--- config.mk ---
export PLATFORM = sky130hd
export DESIGN_NAME = obstacle_engine_flat
export DESIGN_NICKNAME = d
export VERILOG_FILES = /design/src/rtl/dino_pkg.sv /design/src/rtl/obstacle_engine_if.sv /design/src/rtl/obstacle_engine_lfsr8.sv /design/src/rtl/obstacle_engine.sv /design/src/flat_wrapper.sv
export SDC_FILE = /design/constraint.sdc
export NUM_CORES = 1
export LEC_CHECK = 0
export CAP_MARGIN = 20
export CORE_ASPECT_RATIO = 1.5
export CORE_MARGIN = 3
export CORE_UTILIZATION = 30
export CTS_CLUSTER_DIAMETER = 100
export DETAILED_ROUTE_END_ITERATION = 10
export GPL_TIMING_DRIVEN = 0
export PLACE_DENSITY = 0.51
export SYNTH_ARGS = -nofsm -noshare
export SYNTH_HDL_FRONTEND = slang
export SYNTH_SLANG_ARGS = --single-unit
--- constraint.sdc ---
create_clock -name clk -period 3.95 [get_ports clk]
set_input_delay 0.9875 -clock clk [delete_from_list [all_inputs] [get_ports clk]]
set_output_delay 0.9875 -clock clk [all_outputs]
set_load 0.02 [all_outputs]
--- src/rtl/dino_pkg.sv ---
// Shared constants for the obstacle engine: screen geometry defaults, FSM encodings, LFSR seed/taps.
package dino_pkg;
  localparam int SCREEN_W_DEF = 640;
  localparam int GROUND_Y_DEF = 400;

  typedef enum logic [1:0] {
    ST_IDLE = 2'd0,
    ST_RUN  = 2'd1,
    ST_DEAD = 2'd2
  } state_e;

  localparam logic [7:0] LFSR_SEED = 8'hA5;
  // Taps 8,6,5,4 expressed as bit positions 7,5,4,3
  localparam logic [7:0] LFSR_TAPS = 8'b1011_1000;

  function automatic logic lfsr_fb(input logic [7:0] v);
    return ^(v & LFSR_TAPS);
  endfunction
endpackage

--- src/rtl/obstacle_engine_if.sv ---
// Frame/pixel inputs and game-state outputs between the obstacle engine and its neighbours.
interface obstacle_engine_if;
  logic       i_game_tick;
  logic [9:0] i_hpos;
  logic [9:0] i_vpos;
  logic       i_collision;
  logic       i_restart;
  logic       o_color_obstacle;
  logic       o_game_over;
  logic       o_running;
  logic [3:0] o_speed;
  logic [7:0] o_passed;

  modport master (
    output i_game_tick, i_hpos, i_vpos, i_collision, i_restart,
    input  o_color_obstacle, o_game_over, o_running, o_speed, o_passed
  );

  modport slave (
    input  i_game_tick, i_hpos, i_vpos, i_collision, i_restart,
    output o_color_obstacle, o_game_over, o_running, o_speed, o_passed
  );
endinterface

--- src/rtl/obstacle_engine_lfsr8.sv ---
// Free-running 8-bit Fibonacci LFSR used for spawn gap and height randomisation.
module lfsr8
  import dino_pkg::*;
(
  input  logic       clk,
  input  logic       rst,
  output logic [7:0] o_value
);
  logic [7:0] r_q;

  always_ff @(posedge clk) begin
    if (rst) r_q <= LFSR_SEED;
    else     r_q <= {r_q[6:0], lfsr_fb(r_q)};
  end

  assign o_value = r_q;
endmodule

--- src/rtl/obstacle_engine.sv ---
// Obstacle spawn/scroll engine with IDLE/RUN/DEAD FSM and a zero-latency obstacle painter.
// Build option OBSTACLE_TALL_EN: each slot carries a height bit selecting double-height obstacles.
module obstacle_engine
  import dino_pkg::*;
#(
  parameter int NUM_OBS    = 2,
  parameter int OBS_W      = 16,
  parameter int OBS_H      = 32,
  parameter int GROUND_Y   = GROUND_Y_DEF,
  parameter int SCREEN_W   = SCREEN_W_DEF,
  parameter int MIN_GAP    = 160,
  parameter int SPEED_INIT = 4,
  parameter int SPEED_MAX  = 12
) (
  input logic              clk,
  input logic              rst,
  obstacle_engine_if.slave bus
);
  localparam logic [9:0] TOP_SHORT = 10'(GROUND_Y - OBS_H);
`ifdef OBSTACLE_TALL_EN
  localparam logic [9:0] TOP_TALL  = 10'(GROUND_Y - 2*OBS_H);
`endif

  state_e                  r_state, w_state;
  logic [NUM_OBS-1:0][9:0] r_x, w_x, w_top;
  logic [NUM_OBS-1:0]      r_act, w_act;
`ifdef OBSTACLE_TALL_EN
  logic [NUM_OBS-1:0]      r_tall, w_tall;
`endif
  logic [3:0]              r_speed, w_speed;
  logic [7:0]              r_passed, w_passed;
  logic [8:0]              r_gap, w_gap;
  logic [2:0]              w_rm;
  logic                    w_found, w_init, w_color;
  logic [7:0]              w_lfsr;

  lfsr8 u_lfsr (.clk(clk), .rst(rst), .o_value(w_lfsr));

`ifndef OBSTACLE_TALL_EN
  logic w_unused_lfsr_msb;
  assign w_unused_lfsr_msb = w_lfsr[7];
`endif

  always_comb begin
    w_state  = r_state;
    w_x      = r_x;
    w_act    = r_act;
`ifdef OBSTACLE_TALL_EN
    w_tall   = r_tall;
`endif
    w_speed  = r_speed;
    w_passed = r_passed;
    w_gap    = r_gap;
    w_rm     = '0;
    w_found  = 1'b0;
    w_init   = 1'b0;
    case (r_state)
      ST_IDLE, ST_DEAD: w_init = bus.i_restart;
      ST_RUN: begin
        if (bus.i_collision)      w_state = ST_DEAD;
        else if (bus.i_restart)   w_init  = 1'b1;
        else if (bus.i_game_tick) begin
          for (int i = 0; i < NUM_OBS; i++) begin
            if (r_act[i]) begin
              if (r_x[i] < {6'd0, r_speed}) begin
                w_act[i] = 1'b0;
                w_rm     = w_rm + 3'd1;
              end else begin
                w_x[i] = r_x[i] - {6'd0, r_speed};
              end
            end
          end
          // Spawn search sees slots freed above, so a removal can be refilled on the same tick
          if (r_gap <= {5'd0, r_speed}) begin
            w_gap = '0;
            for (int i = 0; i < NUM_OBS; i++) begin
              if (!w_found && !w_act[i]) begin
                w_found  = 1'b1;
                w_act[i] = 1'b1;
                w_x[i]   = 10'(SCREEN_W);
`ifdef OBSTACLE_TALL_EN
                w_tall[i] = w_lfsr[7];
`endif
                w_gap    = 9'(MIN_GAP) + {2'd0, w_lfsr[6:0]};
              end
            end
          end else begin
            w_gap = r_gap - {5'd0, r_speed};
          end
          w_passed = r_passed + {5'd0, w_rm};
          if (({1'b0, r_passed[3:0]} + {2'd0, w_rm}) > 5'd15 && r_speed < 4'(SPEED_MAX))
            w_speed = r_speed + 4'd1;
        end
      end
      default: w_state = ST_IDLE;
    endcase
    if (w_init) begin
      w_state  = ST_RUN;
      w_x      = '0;
      w_act    = '0;
`ifdef OBSTACLE_TALL_EN
      w_tall   = '0;
`endif
      w_speed  = 4'(SPEED_INIT);
      w_passed = '0;
      w_gap    = '0;
    end
  end

  always_comb begin
    w_top   = '0;
    w_color = 1'b0;
    for (int i = 0; i < NUM_OBS; i++) begin
`ifdef OBSTACLE_TALL_EN
      w_top[i] = r_tall[i] ? TOP_TALL : TOP_SHORT;
`else
      w_top[i] = TOP_SHORT;
`endif
      if (r_act[i] && bus.i_hpos >= r_x[i] &&
          {1'b0, bus.i_hpos} < ({1'b0, r_x[i]} + 11'(OBS_W)) &&
          bus.i_vpos >= w_top[i] && bus.i_vpos < 10'(GROUND_Y))
        w_color = 1'b1;
    end
  end

  always_ff @(posedge clk) begin
    if (rst) begin
      r_state  <= ST_IDLE;
      r_x      <= '0;
      r_act    <= '0;
`ifdef OBSTACLE_TALL_EN
      r_tall   <= '0;
`endif
      r_speed  <= 4'(SPEED_INIT);
      r_passed <= '0;
      r_gap    <= '0;
    end else begin
      r_state  <= w_state;
      r_x      <= w_x;
      r_act    <= w_act;
`ifdef OBSTACLE_TALL_EN
      r_tall   <= w_tall;
`endif
      r_speed  <= w_speed;
      r_passed <= w_passed;
      r_gap    <= w_gap;
    end
  end

  assign bus.o_color_obstacle = w_color;
  assign bus.o_game_over      = (r_state == ST_DEAD);
  assign bus.o_running        = (r_state == ST_RUN);
  assign bus.o_speed          = r_speed;
  assign bus.o_passed         = r_passed;
endmodule

--- src/flat_wrapper.sv ---
// flat-port wrapper written by rule: the top's interface ports become plain ports
module obstacle_engine_flat import dino_pkg::*;
#(
  parameter int NUM_OBS    = 2,
  parameter int OBS_W      = 16,
  parameter int OBS_H      = 32,
  parameter int GROUND_Y   = GROUND_Y_DEF,
  parameter int SCREEN_W   = SCREEN_W_DEF,
  parameter int MIN_GAP    = 160,
  parameter int SPEED_INIT = 4,
  parameter int SPEED_MAX  = 12
)
  (clk, rst, bus_i_game_tick, bus_i_hpos, bus_i_vpos, bus_i_collision, bus_i_restart, bus_o_color_obstacle, bus_o_game_over, bus_o_running, bus_o_speed, bus_o_passed);
  obstacle_engine_if bus_i ();
  input logic clk;
  input logic rst;
  input wire logic [$bits(bus_i.i_game_tick)-1:0] bus_i_game_tick;
  input wire logic [$bits(bus_i.i_hpos)-1:0] bus_i_hpos;
  input wire logic [$bits(bus_i.i_vpos)-1:0] bus_i_vpos;
  input wire logic [$bits(bus_i.i_collision)-1:0] bus_i_collision;
  input wire logic [$bits(bus_i.i_restart)-1:0] bus_i_restart;
  output wire logic [$bits(bus_i.o_color_obstacle)-1:0] bus_o_color_obstacle;
  output wire logic [$bits(bus_i.o_game_over)-1:0] bus_o_game_over;
  output wire logic [$bits(bus_i.o_running)-1:0] bus_o_running;
  output wire logic [$bits(bus_i.o_speed)-1:0] bus_o_speed;
  output wire logic [$bits(bus_i.o_passed)-1:0] bus_o_passed;
  assign bus_i.i_game_tick = bus_i_game_tick;
  assign bus_i.i_hpos = bus_i_hpos;
  assign bus_i.i_vpos = bus_i_vpos;
  assign bus_i.i_collision = bus_i_collision;
  assign bus_i.i_restart = bus_i_restart;
  assign bus_o_color_obstacle = bus_i.o_color_obstacle;
  assign bus_o_game_over = bus_i.o_game_over;
  assign bus_o_running = bus_i.o_running;
  assign bus_o_speed = bus_i.o_speed;
  assign bus_o_passed = bus_i.o_passed;
  obstacle_engine #(.NUM_OBS(NUM_OBS), .OBS_W(OBS_W), .OBS_H(OBS_H), .GROUND_Y(GROUND_Y), .SCREEN_W(SCREEN_W), .MIN_GAP(MIN_GAP), .SPEED_INIT(SPEED_INIT), .SPEED_MAX(SPEED_MAX)) u_core (.clk(clk), .rst(rst), .bus(bus_i));
endmodule
## After elaboration in Yosys (flattened, before gate mapping)

Index checks and enable logic that the tools add are counted.

| storage, ports and cells | value |
|---|---|
| bits in registers | 53 |
| bits of input ports | 25 |
| output and inout bits | 15 |

| cells by class | value |
|---|---|
| add/sub/neg operators | 10 |
| order comparisons | 11 |
| eq/ne operators | 5 |
| multiplexer cells | 50 |
| bitwise operators | 3 |
| reduce and logical (&&, ||, !) cells | 20 |

Operator list:

| cell | count |
|---|---|
| 2-to-1 mux 10 bit | 6 |
| 2-to-1 mux 3 bit | 11 |
| 2-to-1 mux 9 bit | 3 |
| 2-to-1 mux 1 bit | 25 |
| adder 10 x 5 -> 11 bit, second input constant | 2 |
| less-than comparator 10 x 11 -> 1 bit | 2 |
| >= comparator 10 bit | 2 |
| less-than comparator 10 x 4 -> 1 bit | 2 |
| 2-to-1 mux 20 bit | 1 |
| subtractor 10 x 4 -> 10 bit | 2 |
| >= comparator 10 x 9 -> 1 bit, second input constant | 1 |
| logical AND 1 bit | 10 |
| less-than comparator 10 x 9 -> 1 bit, second input constant | 1 |
| adder 8 x 7 -> 9 bit, first input constant | 1 |
| less-or-equal comparator 9 x 4 -> 1 bit | 1 |
| subtractor 9 x 4 -> 9 bit | 1 |
| adder 8 x 3 -> 8 bit | 1 |
| XOR reduction 8 bit | 1 |
| adder 4 x 3 -> 5 bit | 1 |
| > comparator 5 x 4 -> 1 bit, second input constant | 1 |
| AND reduction 5 bit | 1 |
| adder 4 x 1 -> 4 bit, second input constant | 1 |
| less-than comparator 4 bit, second input constant | 1 |
| 2-to-1 mux 2 bit | 2 |
| 14 further kinds | 19 |

## Longest topological paths before layout

Gate-level depths: netlist of run 1.

| depth | value |
|---|---|
| depth after elaboration | 18 |
| gate-level depth with buffers | 18 |

## By module

Synthesis of run 1 repeated with hierarchy kept, for this count alone.

| unflattened totals | value |
|---|---|
| cells, all modules | 476 |
| area total of the unflattened synthesis | 3923.8 um^2 |

Modules (own cells, without submodules):

| module | times used | cells an instance | area each (um^2) |
|---|---|---|---|
| obstacle_engine | 1 | 457 | 3687.3 |
| lfsr8 | 1 | 19 | 236.5 |

## Worst setup path after synthesis of run 1

Ideal clock, no wire load.

| timing path | value |
|---|---|
| kind | register -> register |
| start point | reg u_core.r_speed[1] (netlist: u_core.bus.o_speed[1]) |
| end point | reg u_core.r_speed[1] (netlist: u_core.bus.o_speed[1]) |
| library setup time | 0.128 ns |
| arrival time | 3.368 ns |
| data required time | 3.822 ns |
| slack | 0.455 ns |
| cell stages (with the launch flop) | 17 |
| buffers on the path | 0 |
| cells stage by stage | dfxtp_1 -> inv_1 -> fa_1 -> nand3_1 -> nand3_1 -> or2_2 -> nor2_1 -> ha_1 -> nand2_1 -> o31ai_1 -> ha_1 -> fa_1 -> nand2_1 -> nor3_2 -> o21ai_0 -> mux2i_1 -> nor2_1 |

| between the ends | value |
|---|---|
| word-level cells in the longest chain between the ends | 18 |
| elaborated cells on any way between the ends | 21 |

RTL lines:

| element | line | text |
|---|---|---|
| start, declared | obstacle_engine.sv:30 | `logic [3:0] r_speed, w_speed;` |
| start signal, assigned | obstacle_engine.sv:134 | `r_speed <= 4'(SPEED_INIT);` |
| start signal, assigned | obstacle_engine.sv:144 | `r_speed <= w_speed;` |
| less-than comparator 10 x 4 -> 1 bit | obstacle_engine.sv:65 | `if (r_x[i] < {6'd0, r_speed}) begin` |
| 2-to-1 mux 1 bit | obstacle_engine.sv:65 |  |
| 2-to-1 mux 3 bit | obstacle_engine.sv:64 | `if (r_act[i]) begin` |
| 2-to-1 mux 3 bit | obstacle_engine.sv:62 | `else if (bus.i_game_tick) begin` |
| 2-to-1 mux 3 bit | obstacle_engine.sv:61 | `else if (bus.i_restart) w_init = 1'b1;` |
| 2-to-1 mux 3 bit | obstacle_engine.sv:60 | `if (bus.i_collision) w_state = ST_DEAD;` |
| 2-to-1 mux 3 bit | obstacle_engine.sv:57 | `case (r_state)` |
| adder 3 x 1 -> 3 bit | obstacle_engine.sv:67 | `w_rm = w_rm + 3'd1;` |
| [... 2 more ...] | -- |  |
| 2-to-1 mux 3 bit | obstacle_engine.sv:62 |  |
| 2-to-1 mux 3 bit | obstacle_engine.sv:61 |  |
| 2-to-1 mux 3 bit | obstacle_engine.sv:60 |  |
| 2-to-1 mux 3 bit | obstacle_engine.sv:57 |  |
| adder 4 x 3 -> 5 bit | obstacle_engine.sv:91 | `if (({1'b0, r_passed[3:0]} + {2'd0, w_rm}) > 5'd15 && r_speed < 4'(SPEED_MAX))` |
| > comparator 5 x 4 -> 1 bit | obstacle_engine.sv:91 |  |
| logical AND 1 bit | obstacle_engine.sv:91 |  |
| AND reduction 5 bit (no line) | -- |  |

Parallel ways exist; a longest one is shown, timed or not. The select of a mux whose other input is x is not followed.
A chain may end at the register's enable or synchronous reset.

## Final worst setup path of run 1

| timing path | value |
|---|---|
| start point | in bus_i_hpos[0] |
| end point | out bus_o_color_obstacle |

| between the ends | value |
|---|---|
| word-level cells in the longest chain between the ends | 7 |
| elaborated cells on any way between the ends | 14 |

RTL lines:

| element | line | text |
|---|---|---|
| start, declared | flat_wrapper.sv:18 | `input wire logic [$bits(bus_i.i_hpos)-1:0] bus_i_hpos;` |
| >= comparator 10 bit | obstacle_engine.sv:119 | `if (r_act[i] && bus.i_hpos >= r_x[i] &&` |
| logical AND 1 bit (2 in series) | obstacle_engine.sv:119 |  |
| logical AND 1 bit | obstacle_engine.sv:120 | `{1'b0, bus.i_hpos} < ({1'b0, r_x[i]} + 11'(OBS_W)) &&` |
| logical AND 1 bit | obstacle_engine.sv:121 | `bus.i_vpos >= w_top[i] && bus.i_vpos < 10'(GROUND_Y))` |
| 2-to-1 mux 1 bit | obstacle_engine.sv:119 |  |
| 2-to-1 mux 1 bit * | obstacle_engine.sv:119 |  |
| end, declared | flat_wrapper.sv:22 | `output wire logic [$bits(bus_i.o_color_obstacle)-1:0] bus_o_color_obstacle;` |

Every way passes the cells marked *; elsewhere a longest branch is shown, timed or not.

==> results of run 1 <==
## synth_stat cells, types with 3 or more instances
library cell / count / share of area [%]
o21ai_0: 25 / 3.2
a211oi_1: 4 / 0.76
nor4_1: 4 / 0.63
o21bai_1: 3 / 0.57
ha_1: 53 / 17
and3_1: 3 / 0.47
mux2i_1: 6 / 1.5
xor2_1: 6 / 1.3
xnor2_1: 15 / 3.3
a21oi_1: 44 / 5.6
and2_1: 5 / 0.79
or2_2: 5 / 0.79
inv_1: 37 / 3.5
o221a_2: 4 / 1.1
nand2_1: 27 / 2.6
a21o_1: 7 / 1.3
dfxtp_1: 53 / 27
a31oi_1: 9 / 1.4
nand2b_1: 8 / 1.3
nor2b_1: 13 / 2.1
nand3_1: 23 / 2.9
nor2_1: 35 / 3.3
a22oi_1: 4 / 0.76
clkbuf_1: 9 / 0.85
fa_1: 4 / 2.0
o31a_1: 3 / 0.66
nand4_1: 6 / 0.95
nor3_1: 11 / 1.4
## final cells by class
class | count | share of cell area, %
multi-input cells | 372 | 57.79
flip-flops and latches | 53 | 22.39
repair buffers | 35 | 7.332
well taps | 156 | 4.100
inverters | 37 | 2.917
clock buffers | 5 | 2.628
clock inverters | 3 | 1.445
plain buffers | 14 | 1.393
## logic make-up (layout without fill, tap and decap cells)
| family | count (synthesis) | count (layout) |
|---|---|---|
| AND/OR/NAND/NOR | 156 | 156 |
| AO/OA/AOI/OAI | 131 | 131 |
| adder cells (fa/ha/maj) | 57 | 57 |
| flip-flops | 53 | 53 |
| buffers and inverters | 51 | 94 |
| XOR/XNOR | 21 | 21 |
| multiplexers | 7 | 7 |
## state kept, by name, summed over array words and instances, names as in the netlist
name,count
u_core.r_gap,9
u_core.u_lfsr.o_value,8
u_core.r_state,2
u_core.bus.o_passed,8
u_core.r_act,2
u_core.bus.o_speed,4
u_core.r_x,20
## power groups by stage
stage	Clock, mW	Sequential (mW)	Combinational, mW
finish	0.578	0.550	0.141
detailed placement	0	0.564	0.137
global route	0.614	0.552	0.159
global placement	0	0.564	0.135
CTS	0.593	0.551	0.139
floorplan	0	0.561	0.0815
## how the worst max path moves through the flow
stage                                     start                     to  cells after the start
after global placement            bus_i_hpos[6]   bus_o_color_obstacle                      9
after CTS                 u_core.bus.o_speed[0]  u_core.bus.o_speed[1]                     17
final                             bus_i_hpos[0]   bus_o_color_obstacle                     10
after global routing              bus_i_hpos[0]   bus_o_color_obstacle                     10
after floorplan           u_core.bus.o_speed[1]  u_core.bus.o_speed[1]                     16
after detailed placement          bus_i_hpos[6]   bus_o_color_obstacle                      9
## metal layers
layer	global-route usage, %	vias up	part of all wire [%]
met5	0	-	0
met1	16.04	1685	39
met2	28.44	87	52
met4	8.202	0	4.4
met3	2.533	33	4.6
li1	-	1812	-
## metrics by stage
stage          hold slack (ns)  instance area [sq um]  power [mW]  setup TNS (ns)
4_1_cts                 0.4714                   4708       1.283               0
5_1_grt                 0.4985                   4761       1.325       -0.007312
3_3_place_gp            0.4512                   4502      0.6986         -0.5484
6_report                0.4712                   4761       1.269               0
2_1_floorplan           0.4174                   3956      0.6425               0
3_5_place_dp            0.4440                   4502      0.7011         -0.6548
## critical path: stages
cell,delay (ns)
clkdlybuf4s50_1,0.45
inv_1,0.05
ha_1,0.29
nand2b_4,0.14
a21oi_2,0.13
o211a_1,0.18
o211ai_1,0.09
and4b_1,0.22
a31o_2,0.22
buf_6,0.13
## repair_timing
action / in CTS / in global routing
gates cloned: 0 / 0
hold buffers: 0 / 0
gates resized for setup: 17 / 13
setup endpoints to repair: 3 / 6
pin swaps: 1 / 4
==> reports/summary.log, run 1 <==
[clock_tree] Worst-path clk slew 0.07 ns
[clock_tree] Clock Sinks 53
[global_route] global routing usage summed across all routing layers 15.34%
[power] Sw Share 23.33%
[routing] detailed-route via count 3617
[logic_synthesis] number of flops mapped to enable cells by yosys 0
[worst_hold_path] startpoint of the most critical hold path u_core.u_lfsr.o_value[6]
[global_route] antenna violations before repair 0
[finish] most frequent standard cell in the layout excluding fill and tap cells ha_1
[placed_design] Inst Count DP 667
[finish] share of post-route cells with drive strength above 1 9.249%
[logic_synthesis] post-synthesis register bit count 53
[logic_synthesis] post-synthesis cell area 3956 sq um
[sta] final count of pins violating max slew 0
[power] Peak VDD IR 0.0001584 V
[setup_path] worst setup slack for register-to-register paths 0.27 ns
[setup_path] startpoint types primary input
[clock_tree] clock insertion delay at the later pin of the skew report 0.30 ns
[finish] final-layout fill cell count 1328
[clock_tree] number of buffers created by CTS 5
[flow_run] number of max-cap violations 0
[setup_path] capture instance of the worst register-to-register path u_core.bus.o_speed[1]
[routing] detailed-routing iteration count for the pre-antenna-repair pass 4
[floorplan] area of the die 14630 sq um
[placed_design] Final Wtd Congestion 0.8434
[placed_design] Detail Placement HPWL 8712 um
[setup_path] depth of the most critical reg-to-reg path 17
[finish] non-filler instance count after layout 675
[logic_synthesis] post-synthesis cell count 476
[floorplan] number of rows in the core area 50
[logic_synthesis] fraction of the mapped netlist area in compound gates 21.51%
[power] NetSw 296.1 uW
[floorplan] Die Wd 99.77 um
[logic_synthesis] average size of a mapped cell 8.312 sq um
[sta] final count of negative-setup-slack endpoints 0
[power] internal power 973.1 uW
[routing] total wirelength of the detailed-routed design 11050 um
[routing] Wirelength per Cell 16.37 um
[finish] final core area utilization 37.49%
[clock_tree] number of H-tree levels 2
[logic_synthesis] parity-gate share of the synthesized area counting xor and xnor cells 4.649%
[logic_synthesis] synthesis warning total 0
[logic_synthesis] Mapped Nets 558
[sta] share of the cycle needed by the critical path after routing 98.11%
[sta] Relative slew margins 40.59%
[power] proportion of power drawn by flip-flops and latches 43.4%
[power] Clock power frac 45.6%
[setup_path] Crit. End Element output pin
[clock_tree] buffer levels on the longest clock path 2
[logic_synthesis] synthesized-area fraction occupied by and/or/nand/nor cells 21.25%
[routing] DR DRC count 0
[floorplan] Boundary Pins 40
[worst_hold_path] Min-Delay Path Depth 1
[routing] Avg Vias per Cell 5.359
[status] run status complete, no violations
[global_route] largest net degree at the start of global routing 18
[clock_tree] setup repair bufs after CTS 0
[routing] DRC violation total after the first TritonRoute iteration 146
[global_route] first-pass GRT wire length 17970 um
[global_route] sum of overflow across all layers after global routing 0
[logic_synthesis] largest family of logic cells by synthesized area compound AO/OA/AOI/OAI gates
[logic_synthesis] Post-Synth Adder-Cell Area 18.79%
[finish] number of nets at the end of the flow 600
[logic_synthesis] Synth cell types 65
[placed_design] dpl ws -0.5168 ns
[power] leakage power 1.780 nW
[finish] area grow syn2layout 20.34%
[clock_tree] TritonCTS clock tree done
[power] power density over the cells 266.6 nW/um^2
[setup_path] data required time at the worst endpoint 2.96 ns
[routing] remaining antenna violation count after routing 0
[logic_synthesis] share of cell area taken by muxes after synthesis 1.803%
[floorplan] die boundary height 146.6 um
[clock_tree] clock tree root buffer cell clkbuf_16
[finish] antenna cell count 0
[sta] Max Clock Freq 258.0 MHz
[sta] slew of the pin with the lowest slew margin 0.8911 ns
[worst_hold_path] endpoint with the worst hold slack u_core.u_lfsr.o_value[7]
[sta] shortest period the worst path allows 3.875 ns
[finish] Seq. cell area 1066 sq um
[placed_design] IO Port Bufs 35
[sta] count of final hold-check violations 0
[floorplan] Floorplan Core Area 12700 sq um
[setup_path] worst setup path category in -> out
[floorplan] initial core utilization 31.15%
[finish] leading cell types in the layout, fill and taps excluded 52 x ha_1, 51 x dfxtp_1, 41 x a21oi_1, 36 x inv_1, 34 x nor2_1
[power] logic gate share of total power 11.1%
[setup_path] largest fanout on the critical path 2
[logic_synthesis] top flip-flop cell by instance count after synthesis dfxtp_1
[setup_path] worst path arrival time 2.89 ns
[global_route] number of global-route vias before repair 3657
[logic_synthesis] sequential share of the synthesized area 26.82%
[setup_path] launch instance of the worst register-to-register path u_core.bus.o_speed[0]
[sta] clk_skew 0.007298 ns
[worst_hold_path] Hold Path Class reg -> reg
[finish] area occupied by multi-input gates 2751 sq um
[sta] final critical-path setup slack 0.07462 ns
[logic_synthesis] fraction of registers with async set/reset 0%
(Power assumes the default switching activity.)
==> run 2: changes to the inputs <==
Settings changed: CTS_CLUSTER_SIZE set to 24.
==> results of run 2 <==
No change in the layout: final DEF, timing and power equal those of run 1.
==> run 3: changes to the inputs <==
Clock period 3.95 ns to 4.5 ns, I/O delays scaled along.
==> run 3 against run 2 <==
Register-to-register slack gained 0.24 ns. Clock skew grew 0.00085 ns. Critical path depth is the same. Sequential cell count is the same. Worst setup slack lost 0.011 ns. Sequential power shrank 12%. Final cell count is the same. Global-route usage is essentially flat. Critical path type unchanged. Largest cell class unchanged.
==> reports/summary.log, run 3 (same netlist as run 1, synthesis figures left out) <==
[setup_path] launch instance of the worst register-to-register path u_core.bus.o_speed[0] [unchanged]
[power] leakage power 1.743 nW [was 1.780 nW]
[routing] detailed-routing iteration count for the pre-antenna-repair pass 4 [unchanged]
[setup_path] worst path arrival time 3.31 ns [was 2.89 ns]
[setup_path] data required time at the worst endpoint 3.38 ns [was 2.96 ns]
[setup_path] Worst setup startpoint bus_i_hpos[0] [unchanged]
[finish] Seq. cell area 1061 sq um [was 1066 sq um]
[global_route] global routing usage summed across all routing layers 15.36% [was 15.34%]
[setup_path] startpoint types primary input [unchanged]
[clock_tree] number of buffers created by CTS 5 [unchanged]
[placed_design] IO Port Bufs 35 [unchanged]
[floorplan] Boundary Pins 40 [unchanged]
[floorplan] area of the die 14630 sq um [unchanged]
[placed_design] DP Area 4502 sq um [unchanged]
[clock_tree] number of H-tree levels 2 [unchanged]
[clock_tree] buffer levels on the longest clock path 2 [unchanged]
[clock_tree] Worst-path clk slew 0.07 ns [about the same]
[worst_hold_path] Hold Path Class reg -> reg [unchanged]
[finish] final core area utilization 37.02% [was 37.49%]
[routing] Avg Vias per Cell 5.336 [was 5.359]
[finish] register with the most flip-flops u_core.r_x [unchanged]
[finish] final-layout fill cell count 1333 [was 1328]
[power] power density over the cells 236.6 nW/um^2 [was 266.6 nW/um^2]
[finish] leading cell types in the layout, fill and taps excluded 53 x ha_1, 53 x dfxtp_1, 44 x a21oi_1, 37 x inv_1, 35 x nor2_1 [was 52 x ha_1, 51 x dfxtp_1, 41 x a21oi_1, 36 x inv_1, 34 x nor2_1]
[global_route] number of global-route vias before repair 3656 [was 3657]
[sta] share of the cycle needed by the critical path after routing 98.59%
[clock_tree] clock tree root buffer cell clkbuf_16 [unchanged]
[floorplan] Die Wd 99.77 um [unchanged]
[finish] largest registers u_core.r_x (20), u_core.r_gap (9) [unchanged]
[routing] detailed-route via count 3602 [was 3617]
[status] run status complete, no violations [unchanged]
[sta] Relative slew margins 42.79% [was 40.59%]
[clock_tree] TritonCTS clock tree done [unchanged]
[sta] Fin Setup TNS 0 ns [unchanged]
[clock_tree] Clock Sinks 53 [unchanged]
[floorplan] Floorplan Core Area 12700 sq um [unchanged]
[finish] flip-flop count of the largest register after layout 20 [unchanged]
[sta] slew of the pin with the lowest slew margin 0.8581 ns [was 0.8911 ns]
[flow_run] number of max-cap violations 0 [unchanged]
[placed_design] dpl ws -0.2418 ns [was -0.5168 ns]
[sta] clk_skew 0.008153 ns [was 0.007298 ns]
[routing] total wirelength of the detailed-routed design 10980 um [was 11050 um]
[global_route] sum of overflow across all layers after global routing 0 [unchanged]
[power] total power after layout 1.112 mW [was 1.269 mW]
[finish] Post-Layout Inst Area 4702 sq um [was 4761 sq um]
[routing] remaining antenna violation count after routing 0 [unchanged]
[setup_path] worst setup path category in -> out [unchanged]
[sta] final critical-path setup slack 0.06325 ns [was 0.07462 ns]
[finish] area occupied by multi-input gates 2699 sq um [was 2751 sq um]
[worst_hold_path] startpoint of the most critical hold path u_core.u_lfsr.o_value[6] [unchanged]
[power] Peak VDD IR 0.0001389 V [was 0.0001584 V]
[clock_tree] setup repair bufs after CTS 0 [unchanged]
[floorplan] die boundary height 146.6 um [unchanged]
[global_route] antenna violations before repair 0 [unchanged]
[sta] Max Clock Freq 225.4 MHz
[sta] count of final hold-check violations 0 [unchanged]
[routing] DRC violation total after the first TritonRoute iteration 142 [was 146]
[routing] DR DRC count 0 [unchanged]
[setup_path] Crit. End Element output pin [unchanged]
[setup_path] largest fanout on the critical path 2 [unchanged]
[floorplan] number of rows in the core area 50 [unchanged]
[sta] shortest period the worst path allows 4.437 ns
[finish] number of nets at the end of the flow 600 [unchanged]
[placed_design] Detail Placement HPWL 8712 um [unchanged]
[finish] area grow syn2layout 18.85% [was 20.34%]
[finish] antenna cell count 0 [unchanged]
[global_route] largest net degree at the start of global routing 18 [unchanged]
[floorplan] initial core utilization 31.15% [unchanged]
[global_route] first-pass GRT wire length 17990 um [was 17970 um]
[finish] share of post-route cells with drive strength above 1 6.744% [was 9.249%]
[sta] final count of negative-setup-slack endpoints 0 [unchanged]
[routing] Wirelength per Cell 16.27 um [was 16.37 um]
[sta] final count of pins violating max slew 0 [unchanged]
[placed_design] Final Wtd Congestion 0.8434 [unchanged]
[clock_tree] clock insertion delay at the later pin of the skew report 0.30 ns [about the same]
==> run 3: worst max-delay path, cell delays in order <==
cell	delay [ns]
clkdlybuf4s50_1	0.45
inv_1	0.05
ha_1	0.28
nand2b_1	0.14
a21oi_1	0.14
o21ai_0	0.15
a31oi_1	0.28
o21ai_0	0.13
a31o_2	0.25
dlygate4sd2_1	0.31
==> run 3: final cells by class <==
class,instances,share of cell area (%)
flip-flops and latches,53,22.57
clock inverters,3,1.464
repair buffers,35,7.398
multi-input cells,372,57.40
well taps,156,4.151
inverters,37,2.954
plain buffers,14,1.410
clock buffers,5,2.661
==> run 3: per-layer routing <==
layer,GRT usage (%),share of wire [%],up-vias
met3,2.533,4.2,35
li1,-,-,1807
met1,16.10,39,1681
met4,8.202,4.5,0
met2,28.44,52,79
met5,0,0,-
==> run 3: path summary, 6_finish.rpt <==
check	depth (start not counted)	to	slack (ns)
worst min register to register	1	u_core.u_lfsr.o_value[7]	0.47
worst max register to register	17	u_core.bus.o_speed[1]	0.51
worst min-delay path	1	u_core.u_lfsr.o_value[7]	0.47
worst max-delay path	10	bus_o_color_obstacle	0.06
==> run 3: metrics by stage <==
stage	std cells	hold slack, ns
3_5_place_dp	667	0.4440
3_3_place_gp	667	0.4512
2_1_floorplan	476	0.4174
4_1_cts	675	0.4714
6_report	675	0.4712
5_1_grt	675	0.4985
==> run 3: report_power, final <==
part           total (mW)  switching (mW)  internal [mW]
registers           0.484         0.00652          0.477
logic               0.121          0.0649         0.0558
clock network       0.508           0.187          0.321
total                1.11           0.258          0.854
==> run 3: what timing repair did <==
item,CTS,global route
endpoints found under the hold margin,0,0
hold buffers,0,0
setup endpoints to repair,1,1
gates resized for setup,2,4
